===== src/rtl/fir_3path_serializer.sv =====
// rtl/fir_3path_serializer.sv - requantizes 3-path FIR frames to Q1.15 and serializes them y0,y1,y2
module fir_3path_serializer #(
    parameter int FRAME_DEPTH = 4,
    parameter bit ROUND_EN    = 1'b1
) (
    input  logic        clk,
    input  logic        rst_n,
    input  logic        in_valid,
    output logic        in_ready,
    input  logic [31:0] y0,
    input  logic [31:0] y1,
    input  logic [31:0] y2,
    output logic        out_valid,
    input  logic        out_ready,
    output logic [15:0] out_data,
    output logic        sat_flag,
    input  logic        sat_clr
);
    localparam int AW = (FRAME_DEPTH > 1) ? $clog2(FRAME_DEPTH) : 1;
    localparam int CW = AW + 1;

    logic [15:0]   mem0 [FRAME_DEPTH];
    logic [15:0]   mem1 [FRAME_DEPTH];
    logic [15:0]   mem2 [FRAME_DEPTH];
    logic [CW-1:0] count;
    logic [AW-1:0] wr_ptr;
    logic [AW-1:0] rd_ptr;
    logic [1:0]    phase;
    logic [15:0]   head;
    logic [16:0]   q0, q1, q2;
    logic          push, pop;

    // Returns {saturated, q1.15 value}; bit 16 marks a clamped result.
    function automatic logic [16:0] requant(input logic [31:0] y);
        logic signed [32:0] r;
        logic signed [17:0] q;
        r = $signed({y[31], y}) + (ROUND_EN ? 33'sd16384 : 33'sd0);
        q = 18'(r >>> 15);
        if (q > 18'sd32767)
            return {1'b1, 16'h7FFF};
        else if (q < -18'sd32768)
            return {1'b1, 16'h8000};
        else
            return {1'b0, q[15:0]};
    endfunction

    assign q0 = requant(y0);
    assign q1 = requant(y1);
    assign q2 = requant(y2);

    assign in_ready  = (count < CW'(FRAME_DEPTH));
    assign out_valid = (count != '0);
    assign push      = in_valid && in_ready;
    assign pop       = out_valid && out_ready && (phase == 2'd2);

    always_comb begin
        head = '0;
        case (phase)
            2'd0:    head = mem0[rd_ptr];
            2'd1:    head = mem1[rd_ptr];
            default: head = mem2[rd_ptr];
        endcase
    end

    // Gated so the output reads zero whenever nothing is buffered, including straight after reset.
    assign out_data = out_valid ? head : 16'h0000;

    always_ff @(posedge clk) begin
        if (push) begin
            mem0[wr_ptr] <= q0[15:0];
            mem1[wr_ptr] <= q1[15:0];
            mem2[wr_ptr] <= q2[15:0];
        end
    end

    always_ff @(posedge clk or negedge rst_n) begin
        if (!rst_n) begin
            count    <= '0;
            wr_ptr   <= '0;
            rd_ptr   <= '0;
            phase    <= 2'd0;
            sat_flag <= 1'b0;
        end else begin
            count <= count + CW'(push) - CW'(pop);
            if (push)
                wr_ptr <= wr_ptr + 1'b1;
            if (out_valid && out_ready) begin
                if (phase == 2'd2) begin
                    phase  <= 2'd0;
                    rd_ptr <= rd_ptr + 1'b1;
                end else begin
                    phase <= phase + 2'd1;
                end
            end
            // A new saturation takes priority over a clear in the same cycle.
            if (push && (q0[16] || q1[16] || q2[16]))
                sat_flag <= 1'b1;
            else if (sat_clr)
                sat_flag <= 1'b0;
        end
    end

    a_count_max: assert property (@(posedge clk) disable iff (!rst_n) count <= CW'(FRAME_DEPTH));
    a_phase_max: assert property (@(posedge clk) disable iff (!rst_n) phase <= 2'd2);
    a_data_known: assert property (@(posedge clk) disable iff (!rst_n) out_valid |-> !$isunknown(out_data));
endmodule


===== config.mk =====
export PLATFORM = sky130hd
export DESIGN_NAME = fir_3path_serializer
export DESIGN_NICKNAME = d
export VERILOG_FILES = /design/src/rtl/fir_3path_serializer.sv
export SDC_FILE = /design/constraint.sdc
export NUM_CORES = 1
export LEC_CHECK = 0
export ABC_AREA = 1
export CORE_MARGIN = 2
export CORE_UTILIZATION = 60
export CTS_CLUSTER_SIZE = 20
export DETAILED_ROUTE_END_ITERATION = 12
export DONT_BUFFER_PORTS = 1
export PLACE_DENSITY_LB_ADDON = 0.1
export REMOVE_ABC_BUFFERS = 1
export SETUP_SLACK_MARGIN = 0.1
export SLEW_MARGIN = 10
export SYNTH_ARGS = -nofsm -noshare
export SYNTH_HDL_FRONTEND = slang
export SYNTH_SLANG_ARGS = --single-unit

===== constraint.sdc =====
create_clock -name clk -period 7.55 [get_ports clk]
set_input_delay 1.51 -clock clk [delete_from_list [all_inputs] [get_ports clk]]
set_output_delay 1.51 -clock clk [all_outputs]
set_load 0.01 [all_outputs]

* After elaboration in Yosys (flattened, before gate mapping)
Memories as Yosys holds them, arrays and structs flattened. Cells that the tools add are included.
Word-level totals: register bits after elaboration 10, bits in latches 0, memory bits (writable) 192, ROM bits 0, input bits 101, output and inout port bits 19, word-level logic and storage cells 48, memories 3
Memories:
- mem0 | depth 4, width 16, read ports 1, clocked after memory_dff 0, wr ports 1, line 22 | logic [15:0] mem0 [FRAME_DEPTH];
- mem1 | depth 4, width 16, read ports 1, clocked after memory_dff 0, wr ports 1, line 23 | logic [15:0] mem1 [FRAME_DEPTH];
- mem2 | depth 4, width 16, read ports 1, clocked after memory_dff 0, wr ports 1, line 24 | logic [15:0] mem2 [FRAME_DEPTH];
Operators by class: add/subtract/negate cells 8, multipliers 0, div/mod/pow operators 0, magnitude comparators 7, equality and inequality tests 2, shift-type cells 0, muxes and demuxes 13, bitwise gates (word level) 0, reductions and logical operators 10
Operator list (number):
- $mux 17 | 6
- $add 32x16->33 const B | 3
- $gt 18x16->1 const B | 3
- $lt 18x16->1 const B | 3
- $pmux 16 s2 | 1
- $mux 16 | 1
- $add 2x1->2 const B | 3
- $logic_and 1x1->1 | 4
- $mux 1 | 4
- $add 3x1->3 | 1
- $lt 3x3->1 const B | 1
- $reduce_bool 3->1 | 1
- $sub 3x1->3 | 1
- $eq 2x1->1 const B | 1
- $eq 2x2->1 const B | 1
- $logic_not 2->1 | 1
- $logic_or 1x1->1 | 2
- $mux 2 | 1
- $reduce_and 2->1 | 1
- $reduce_bool 2->1 | 1

* Logic depth before layout (Yosys ltp)
word-level depth 8, gate-level depth with buffers 15, mapped depth without buffers 15

* Worst setup path after synthesis
No wires, ideal clock.
path type input to register, start point input in_valid, end point memory mem0[0][0], enable pin, setup time 0.454 ns, data arrival time 3.692 ns, data required time 7.096 ns, setup slack 3.404 ns, cell stages on the path 2, path buffers 0, path through nand2_1 nor2_1
On the way: longest elaborated chain between the ends 3
RTL lines:
- start: declaration | line 8 | input logic in_valid,
- $logic_and 1x1->1 | line 53 | assign push = in_valid && in_ready;
- $mux 1 | line 69 | if (push) begin
- $mux 1 (not written as such) | line 70 | mem0[wr_ptr] <= q0[15:0];
- end: declaration | line 22
No other way between the ends.

* Worst setup path in the final report
start point register rd_ptr[1], end point output out_data[12]
On the way: longest elaborated chain between the ends 3, elaborated cells on any way between the ends 5
RTL lines:
- start: declaration | line 27 | logic [AW-1:0] rd_ptr;
- start signal: assignment | line 90 | rd_ptr <= rd_ptr + 1'b1;
- $mem_v2 4x16, on equally long branches
- $pmux 16 s2 (*) | line 58 | case (phase)
- $mux 16 (*) | line 66 | assign out_data = out_valid ? head : 16'h0000;
- end: declaration | line 15 | output logic [15:0] out_data,
Every way passes the cells marked *; elsewhere a longest branch is shown, timed or not.

==> flow_metrics.tcl <==
set metrics [dict create \
    status "completed" \
    drtIter0Drc 495 \
    worstMarginPinSlew_ns 1.03 \
    fp-row-count 46 \
    slowest_delay_ns 0.74 \
    dr.pass1.iters 5 \
    drv_cap 0 \
    synthFlopType "edfxtp_1" \
    postCtsSetupBuffers 0 \
    maxSlewViolCount 0 \
    first_global_vias 6305 \
    crit_fanout 47 \
    worstSetupPathType "flop to primary output" \
    start_util 0.606 \
    maxSlewHeadroom 0.311 \
    synthToLayoutAreaGrowth_pct 8.47 \
    place_hpwl_mm 13.5 \
    dieArea_sq_mm 0.0169 \
    grt_start_max_net_pins 87 \
    total_power_w 0.00362 \
    cts_resized 0 \
    cts_buffers 21 \
    rrSetupSlack_ns 4.29 \
    grt_usage 0.257 \
    ir_drop_uv 205 \
    r2r-start "count[2]" \
    clkLatencyLatePin_ns 0.49 \
    portBuffers 0 \
    rsz0062_at_grt "no" \
    end_kind "primary output" \
    yosysTopAreaCell "edfxtp_1" \
    synth_edf_count 192 \
    seq_area_frac_synth 0.631 \
    fin_crit_ns 4.88 \
    post_dp_cell_area_sq_mm 0.00969 \
    syn_area_per_cell_sq_um 11.1 \
    min_from "count[0]" \
    fmax_ghz 0.205 \
    via_count 6440 \
    cts.clk_slew.worst_paths_ns 0.06 \
    die_h_um 130 \
    diodes 0 \
    ctsHoldBuffers 0 \
    synth_seq_cells 202 \
    clock_skew_ns 0.00981 \
    hold_violations 0 \
    grt_pass1_wl_mm 33.1 \
    timing.rr.end "count[2]" \
    die_w_um 130 \
    postRouteAntennaNets 0 \
    layout.cells.non_filler 1073 \
    cp-endpoint "out_data[12]" \
    antenna_found_initial 0 \
    core-area_sq_mm 0.0157 \
    power_density_mw_per_mm2 350 \
    netlist-cell-type-count 44 \
    wl_mm 21.6 \
    drive_above_1_share 0.109 \
    ys_warn_count 0 \
    final_area_sq_mm 0.0103 \
    ios 120 \
    yosys.area_share.simple 0.128 \
    synthMuxAreaShare 0 \
    drc_errors 0 \
    timing.final.crit_share 0.647 \
    synth.area.top_cells "edfxtp_1, nand2_1, o21ai_0" \
    synthArstFlopShare 0.0495 \
    grt_overflow 0 \
    setup_viol 0 \
    synth-adder-area-share 0.0139 \
    synth_top_family_by_area "compound AO/OA/AOI/OAI gates" \
    worstHoldPathType "flop to flop" \
    slowest_stage "inv_2" \
    fin_nets 955 \
    worstPathCellList "buf_4 > inv_2 > buf_4 > o21ai_0 > o221ai_1 > o21ai_0 > a211oi_1" \
    cts_root_buf "clkbuf_16" \
    fin_util 0.658 \
    synth_compound_area_frac 0.151 \
    cts_tree "done" \
    syn_inst 855 \
    clockBufferDepth 3 \
    crit_start "rd_ptr[1]" \
    post_drt_wl_per_cell_um 20.2 \
    cts_sinks 202 \
    dp_cells 1037 \
    synth-xor-area-share 0.0349 \
    htree_levels 1 \
    worstPathRequired_ns 6.04 \
    crit_path_start_kind "flop" \
    synthesis.area_sq_mm 0.00953 \
    via_per_inst 6.00 \
    critical_path_arrival_ns 3.37 \
    finalSetupTns_ns 0 \
    gp_congestion 0.929 \
    synth_top_area_frac 0.605 \
    p_leak_nw 3.52 \
    r2r_cells 11 \
]
==> logic make-up (layout without fill, tap and decap cells) <==
kind of cell,after synthesis,in the layout
AND/OR/NAND/NOR,292,292
AO/OA/AOI/OAI,224,224
flip-flops,202,202
buffers and inverters,89,91
XOR/XNOR,38,38
adder cells (fa/ha/maj),10,10
==> Yosys cell counts, drive strengths merged (6+ instances only) <==
cell type / instances
edfxtp: 192
nand2: 169
o21ai: 102
nor2: 94
a21oi: 52
inv: 46
clkbuf: 28
xor2: 26
a22oi: 17
o221ai: 16
buf: 14
a211oi: 13
a32o: 13
nand3: 13
xnor2: 12
dfrtp: 10
ha: 9
nand4: 6
nor3: 6
==> registers in the layout (all words and copies together) (netlist names) <==
name	flops
sat_flag	1
count	3
mem1	64
wr_ptr	2
phase	2
mem2	64
mem0	64
rd_ptr	2
==> routing by layer <==
layer / global-route usage / share of wire
met1: 0.345 / 0.41
met2: 0.435 / 0.50
met3: 0.0439 / 0.064
met4: 0.0810 / 0.025
met5: 0 / 0
==> cell type report <==
class / count / area, sq um
flip-flops and latches: 202 / 6020
fillers: 1168 / 5380
multi-input cells: 564 / 3160
clock buffers: 28 / 562
well taps: 216 / 270
inverters: 47 / 179
clock inverters: 8 / 88.8
repair buffers: 8 / 60.1
==> where the power goes <==
part | internal, W | total, W | switching, W
logic | 0.000314 | 0.00114 | 0.000831
registers | 0.00142 | 0.00150 | 0.0000729
clock network | 0.000588 | 0.000980 | 0.000392
==> how the worst min path moves through the flow <==
stage	endpoint	slack (ns)	cells past startpoint
after detailed placement	count[0]	0.54	1
after global routing	count[0]	0.58	1
after floorplan	count[0]	0.48	1
after global placement	count[0]	0.51	1
final	count[0]	0.55	1
after CTS	count[0]	0.56	1
==> through the flow <==
stage / worst slack [ns] / hold slack (ns)
after CTS: 2.66 / 0.555
after floorplan: 1.51 / 0.480
after global placement: 3.21 / 0.506
final: 2.67 / 0.547
after detailed placement: 3.20 / 0.542
after global routing: 2.49 / 0.580
==> cells in the final DEF, fill, tap and decap left out, types with 3 or more instances in the layout <==
master,instances
edfxtp_1,192
nand2_1,163
nor2_1,78
o21ai_0,66
a21oi_1,51
inv_1,38
xor2_1,26
clkbuf_16,21
o21ai_2,20
a22oi_1,17
o21ai_1,16
o221ai_1,16
a32o_1,13
a211oi_1,13
xnor2_1,12
nand3_1,12
nor2_2,9
ha_1,9
dfrtp_1,9
inv_2,8
buf_4,8
nor2_4,7
nand4_1,6
clkbuf_1,6
nor3_1,5
nand2_2,5
o31ai_1,3
clkinv_1,3
==> worst max-delay path, delay by kind of cell (launching register included) <==
family          cells  cell delay [ns]
compound gates      4             1.12
buf+inv             3             1.39
flops               1             0.35
(Power assumes the default switching activity.)
